===== config.mk =====
export PLATFORM = sky130hd
export DESIGN_NAME = regression_sequencer
export DESIGN_NICKNAME = d
export VERILOG_FILES = /design/src/rtl/regression_pkg.sv /design/src/rtl/regression_sequencer_counter.sv /design/src/rtl/regression_sequencer.sv
export SDC_FILE = /design/constraint.sdc
export NUM_CORES = 1
export LEC_CHECK = 0
export CAP_MARGIN = 20
export CORE_MARGIN = 2
export CORE_UTILIZATION = 43
export DETAILED_ROUTE_END_ITERATION = 16
export GPL_ROUTABILITY_DRIVEN = 0
export PLACE_DENSITY = 0.8
export SYNTH_ARGS = -nofsm -noshare
export SYNTH_HDL_FRONTEND = slang
export SYNTH_SLANG_ARGS = --single-unit
export TNS_END_PERCENT = 30

===== constraint.sdc =====
create_clock -name clk -period 1.6 [get_ports clk]
set_clock_uncertainty 0.15 [all_clocks]
set_input_delay 0.32 -clock clk [delete_from_list [all_inputs] [get_ports clk]]
set_output_delay 0.32 -clock clk [all_outputs]
set_load 0.1 [all_outputs]

===== src/rtl/regression_pkg.sv =====
// Shared types and constants for the regression sequencer: FSM states,
// default sizing and the run-length helper.
package regression_pkg;

  typedef enum logic [2:0] {
    IDLE,
    MEAN,
    WAIT_MEAN,
    SS,
    CALC_B1,
    CALC_B0,
    ERR,
    DONE
  } state_t;

  localparam int DEFAULT_N_SAMPLES = 150;
  localparam int DEFAULT_ADDR_W    = 8;

  // Three address sweeps per run, plus the start cycle in IDLE, CALC_B1, CALC_B0 and DONE.
  localparam int SWEEPS_PER_RUN   = 3;
  localparam int FIXED_RUN_CYCLES = 4;

  // Pass length in cycles, counting the IDLE cycle that presents start as cycle 1
  // and ending with the Ready cycle.
  function automatic int run_latency(input int n_samples, input int wait_cycles);
    return SWEEPS_PER_RUN * n_samples + wait_cycles + FIXED_RUN_CYCLES;
  endfunction

endpackage


===== src/rtl/regression_sequencer_counter.sv =====
// Sample address counter shared by the MEAN, SS and ERR sweeps; wraps to 0
// after the last sample so the next sweep always starts at address 0.
module sample_addr_counter
  import regression_pkg::*;
#(
  parameter int N_SAMPLES = DEFAULT_N_SAMPLES,
  parameter int ADDR_W    = DEFAULT_ADDR_W
) (
  input  logic              clk,
  input  logic              reset,
  input  logic              clear,
  input  logic              enable,
  output logic [ADDR_W-1:0] count,
  output logic              last
);

  localparam logic [ADDR_W-1:0] LAST_ADDR = ADDR_W'(N_SAMPLES - 1);

  assign last = enable && (count == LAST_ADDR);

  // Wrapping on the terminal count avoids ever needing an N_SAMPLES value in ADDR_W bits.
  always_ff @(posedge clk) begin
    if (!reset || clear) begin
      count <= '0;
    end else if (enable) begin
      count <= last ? '0 : count + ADDR_W'(1);
    end
  end

endmodule


===== src/rtl/regression_sequencer.sv =====
// Control sequencer for a linear-regression datapath: sweeps the sample
// memory for means, sums of products/squares and error, then pulses Ready.
module regression_sequencer
  import regression_pkg::*;
#(
  parameter int N_SAMPLES = DEFAULT_N_SAMPLES,
  parameter int ADDR_W    = DEFAULT_ADDR_W
) (
  input  logic              clk,
  input  logic              reset,
  input  logic              start,
  input  logic              mean_done,
  output logic [ADDR_W-1:0] adrr,
  output logic              en1,
  output logic              ld_p,
  output logic              ld_ss,
  output logic              ld_B1,
  output logic              ld_B0,
  output logic              en2,
  output logic              ld_er,
  output logic              Ready,
  output logic              busy
);

  state_t state;
  state_t state_next;
  logic   mean_seen;
  logic   mean_seen_next;
  logic   sweep;
  logic   last;

  assign sweep = (state == MEAN) || (state == SS) || (state == ERR);

  sample_addr_counter #(
    .N_SAMPLES(N_SAMPLES),
    .ADDR_W   (ADDR_W)
  ) u_addr (
    .clk   (clk),
    .reset (reset),
    .clear (!sweep),
    .enable(sweep),
    .count (adrr),
    .last  (last)
  );

  // mean_seen remembers a mean_done pulse that arrives before the MEAN sweep ends.
  always_comb begin
    state_next     = state;
    mean_seen_next = mean_seen;
    case (state)
      IDLE: begin
        if (start) begin
          state_next     = MEAN;
          mean_seen_next = 1'b0;
        end
      end
      MEAN: begin
        if (mean_done) mean_seen_next = 1'b1;
        if (last) state_next = WAIT_MEAN;
      end
      WAIT_MEAN: begin
        if (mean_done) mean_seen_next = 1'b1;
        if (mean_seen || mean_done) state_next = SS;
      end
      SS: begin
        if (last) state_next = CALC_B1;
      end
      CALC_B1: state_next = CALC_B0;
      CALC_B0: state_next = ERR;
      ERR: begin
        if (last) state_next = DONE;
      end
      DONE:    state_next = IDLE;
      default: state_next = IDLE;
    endcase
  end

  // Strobes are registered from the next state so they line up with adrr.
  always_ff @(posedge clk) begin
    if (!reset) begin
      state     <= IDLE;
      mean_seen <= 1'b0;
      en1       <= 1'b0;
      ld_p      <= 1'b0;
      ld_ss     <= 1'b0;
      ld_B1     <= 1'b0;
      ld_B0     <= 1'b0;
      en2       <= 1'b0;
      ld_er     <= 1'b0;
      Ready     <= 1'b0;
      busy      <= 1'b0;
    end else begin
      state     <= state_next;
      mean_seen <= mean_seen_next;
      en1       <= (state_next == MEAN);
      ld_p      <= (state_next == SS);
      ld_ss     <= (state_next == SS);
      ld_B1     <= (state_next == CALC_B1);
      ld_B0     <= (state_next == CALC_B0);
      en2       <= (state_next == ERR);
      ld_er     <= (state_next == ERR);
      Ready     <= (state_next == DONE);
      busy      <= (state_next != IDLE);
    end
  end

endmodule


==> out/metrics.yaml <==
final_layout:
  mostFrequentLayoutCell: "buf_12"
  fin_nets: 127
  area_growth_pct: 58.8
  n_antenna_cell: 0
  mostFrequentLayoutCells: "buf_12 (17), nand2_1 (12), dfxtp_1 (9), nor2_1 (9), buf_4 (9)"
  final_core_util: 0.721
  final_layout_size_suffix_gt1_frac: 0.475
route:
  via_count: 776
  m1WireLength_um: 830
  route.met3.wl_um: 92
  wl_met2_um: 1040
  wire_per_inst_um: 13.7
  detail_route.iter0.violations: 20
  dr.pass1.iters: 4
  route.final.wire_length_um: 2020
  top_layer: "met4"
  ant_nets: 0
  drc: 0
  avgViaCountPerCell: 5.28
clock_tree:
  cts_root_buf: "clkbuf_4"
  cts_buffers: 3
  clockBufferDepth: 2
  numClockSinks: 19
  clk_pin_slew_ns: 0.10
  cts_tree: "built"
  clock_latency_ns: 0.31
  cts_max_level: 1
critical_path:
  critPathKind: "flip-flop to flip-flop"
  required_ns: 1.69
  worst_setup_path_start_kind: "flip-flop"
  path_max_fanout: 5
  crit_path_end_kind: "flip-flop"
  worstPathArrival_ns: 1.68
floorplan:
  initial_core_util: 0.454
  io_pins: 21
  fp.dieH_um: 49.5
  die_width_um: 49.5
  core.rowCount: 16
  coreArea_um2: 1960
  die_area_um2: 2450
logic_synthesis:
  synth.distinct_cells: 34
  synth-seq-area-share: 0.427
  synth_cells: 92
  synth_ff_type: "dfxtp_1"
  ys_warn_count: 0
  synth_async_sr_flop_share: 0
  yosysTopAreaCell: "dfxtp_1"
  yosysTopAreaCellShare: 0.427
  syn_area_um2: 891
  ys_ff_latch: 19
  avgSynthCellArea_um2: 9.68
  syn-num-nets: 98
  synth.area.top_cells: "dfxtp_1 (43%), xnor2_1 (5.9%), nand2_1 (5.1%)"
  synth_edf_count: 0
sta:
  drv_slew: 0
  tns_ns: 0
  hold_viol_final: 0
  grt_setup_unrepaired: "true"
  timing.final.crit_share: 0.997
  period_needed_ns: 1.60
  tightest_slew_ns: 0.320
  max_freq_ghz: 0.627
  fin_ws_ns: 0.00447
  slew_headroom: 0.786
  finalSetupViolations: 0
  hold_slack_ns: 0.394
grt:
  grt_pass1_vias: 795
  grt_usage: 0.185
  grt_max_degree: 12
  grt_pass1_wl_um: 3500
  grt_overflow: 0
  antenna_found_initial: 0
placed_design:
  io_buffers: 20
  dpl.hpwl_um: 1510
  pre_cts_slack_ns: -0.272
pwr:
  p_total_mw: 0.871
  p_leak_nw: 0.541
  ir_drop_v: 0.000462
  p_per_area_nw_per_um2: 615
outcome:
  status: "complete, no violations"
worst_hold_path:
  min-delay-path-class: "flip-flop to flip-flop"
flow_run:
  drv_cap: 0
[path summary, 6_finish.rpt]
kind                                      from                           end  slack [ns]  cells after the start
setup / recovery  u_addr.count[1]$_SDFFE_PP0P_              ld_er$_SDFF_PN0_       0.004                      6
setup reg to reg  u_addr.count[1]$_SDFFE_PP0P_              ld_er$_SDFF_PN0_       0.004                      6
hold reg to reg   u_addr.count[0]$_SDFFE_PP0P_  u_addr.count[1]$_SDFFE_PP0P_        0.39                      2
hold / removal    u_addr.count[0]$_SDFFE_PP0P_  u_addr.count[1]$_SDFFE_PP0P_        0.39                      2
[synthesized netlist by cell type (2+ instances only)]
library cell / count
a21oi_1: 3
xnor2_1: 6
a211oi_1: 3
nor2_1: 9
ha_1: 2
or3_1: 2
buf_4: 2
dfxtp_1: 19
nor3_1: 2
nand3_1: 3
inv_1: 5
nand2_1: 12
a21boi_0: 2
buf_6: 2
[sequential cells by signal, summed over array words and instances (netlist names)]
register / cells
ld_er: 1
ld_B1: 1
en1: 1
ld_B0: 1
u_addr.count: 8
busy: 1
Ready: 1
mean_seen: 1
ld_ss: 1
state: 3
[power by group]
group	total (mW)	internal, mW	switching (mW)
logic	0.134	0.0554	0.0782
clock network	0.251	0.0935	0.158
registers	0.485	0.476	0.00935
total	0.871	0.625	0.246
[kinds of logic after synthesis]
| logic type | after synthesis | synth area share |
|---|---|---|
| and+or+nand+nor | 37 | 0.236 |
| DFF | 19 | 0.427 |
| AOI/OAI and AO/OA | 17 | 0.170 |
| buffers and inverters | 10 | 0.0688 |
| xor gates and xnor gates | 6 | 0.0590 |
| adders and majority gates | 2 | 0.0281 |
| muxes | 1 | 0.0112 |
[layout make-up]
class | count | area (um2)
Timing Repair Buffer | 29 | 438
Sequential cell | 19 | 403
Clock inverter | 1 | 5.00
Inverter | 5 | 18.8
Tap cell | 27 | 33.8
Multi-Input combinational cell | 63 | 494
Fill cell | 158 | 547
Clock buffer | 3 | 22.5
[through the flow]
step	area [um2]	instances
after detailed placement	1360	143
after CTS	1390	147
after global routing	1420	147
after floorplan	930	92
after global placement	1360	143
final	1420	147
[worst max-delay path: stages, from the launching register on]
cell     delay, ns
dfxtp_4       0.36
inv_2         0.04
ha_4          0.13
and4b_1       0.19
and3_4        0.21
or3_1         0.32
a21oi_2       0.13
[layer usage]
| layer | global-route usage | vias to the layer above |
|---|---|---|
| met4 | 0.0741 | 0 |
| li1 | - | 375 |
| met1 | 0.216 | 369 |
| met5 | 0 | - |
| met2 | 0.333 | 26 |
| met3 | 0.0303 | 6 |
[what timing repair did]
item / CTS / global route
pin swaps: 0 / 2
setup buffers: 0 / 0
gates resized for setup: 1 / 5
setup endpoints to repair: 1 / 7
gates cloned: 0 / 0
hold endpoints to repair: 0 / 0
hold buffers: 0 / 0
No activity file was read; power rests on OpenSTA's default activity.
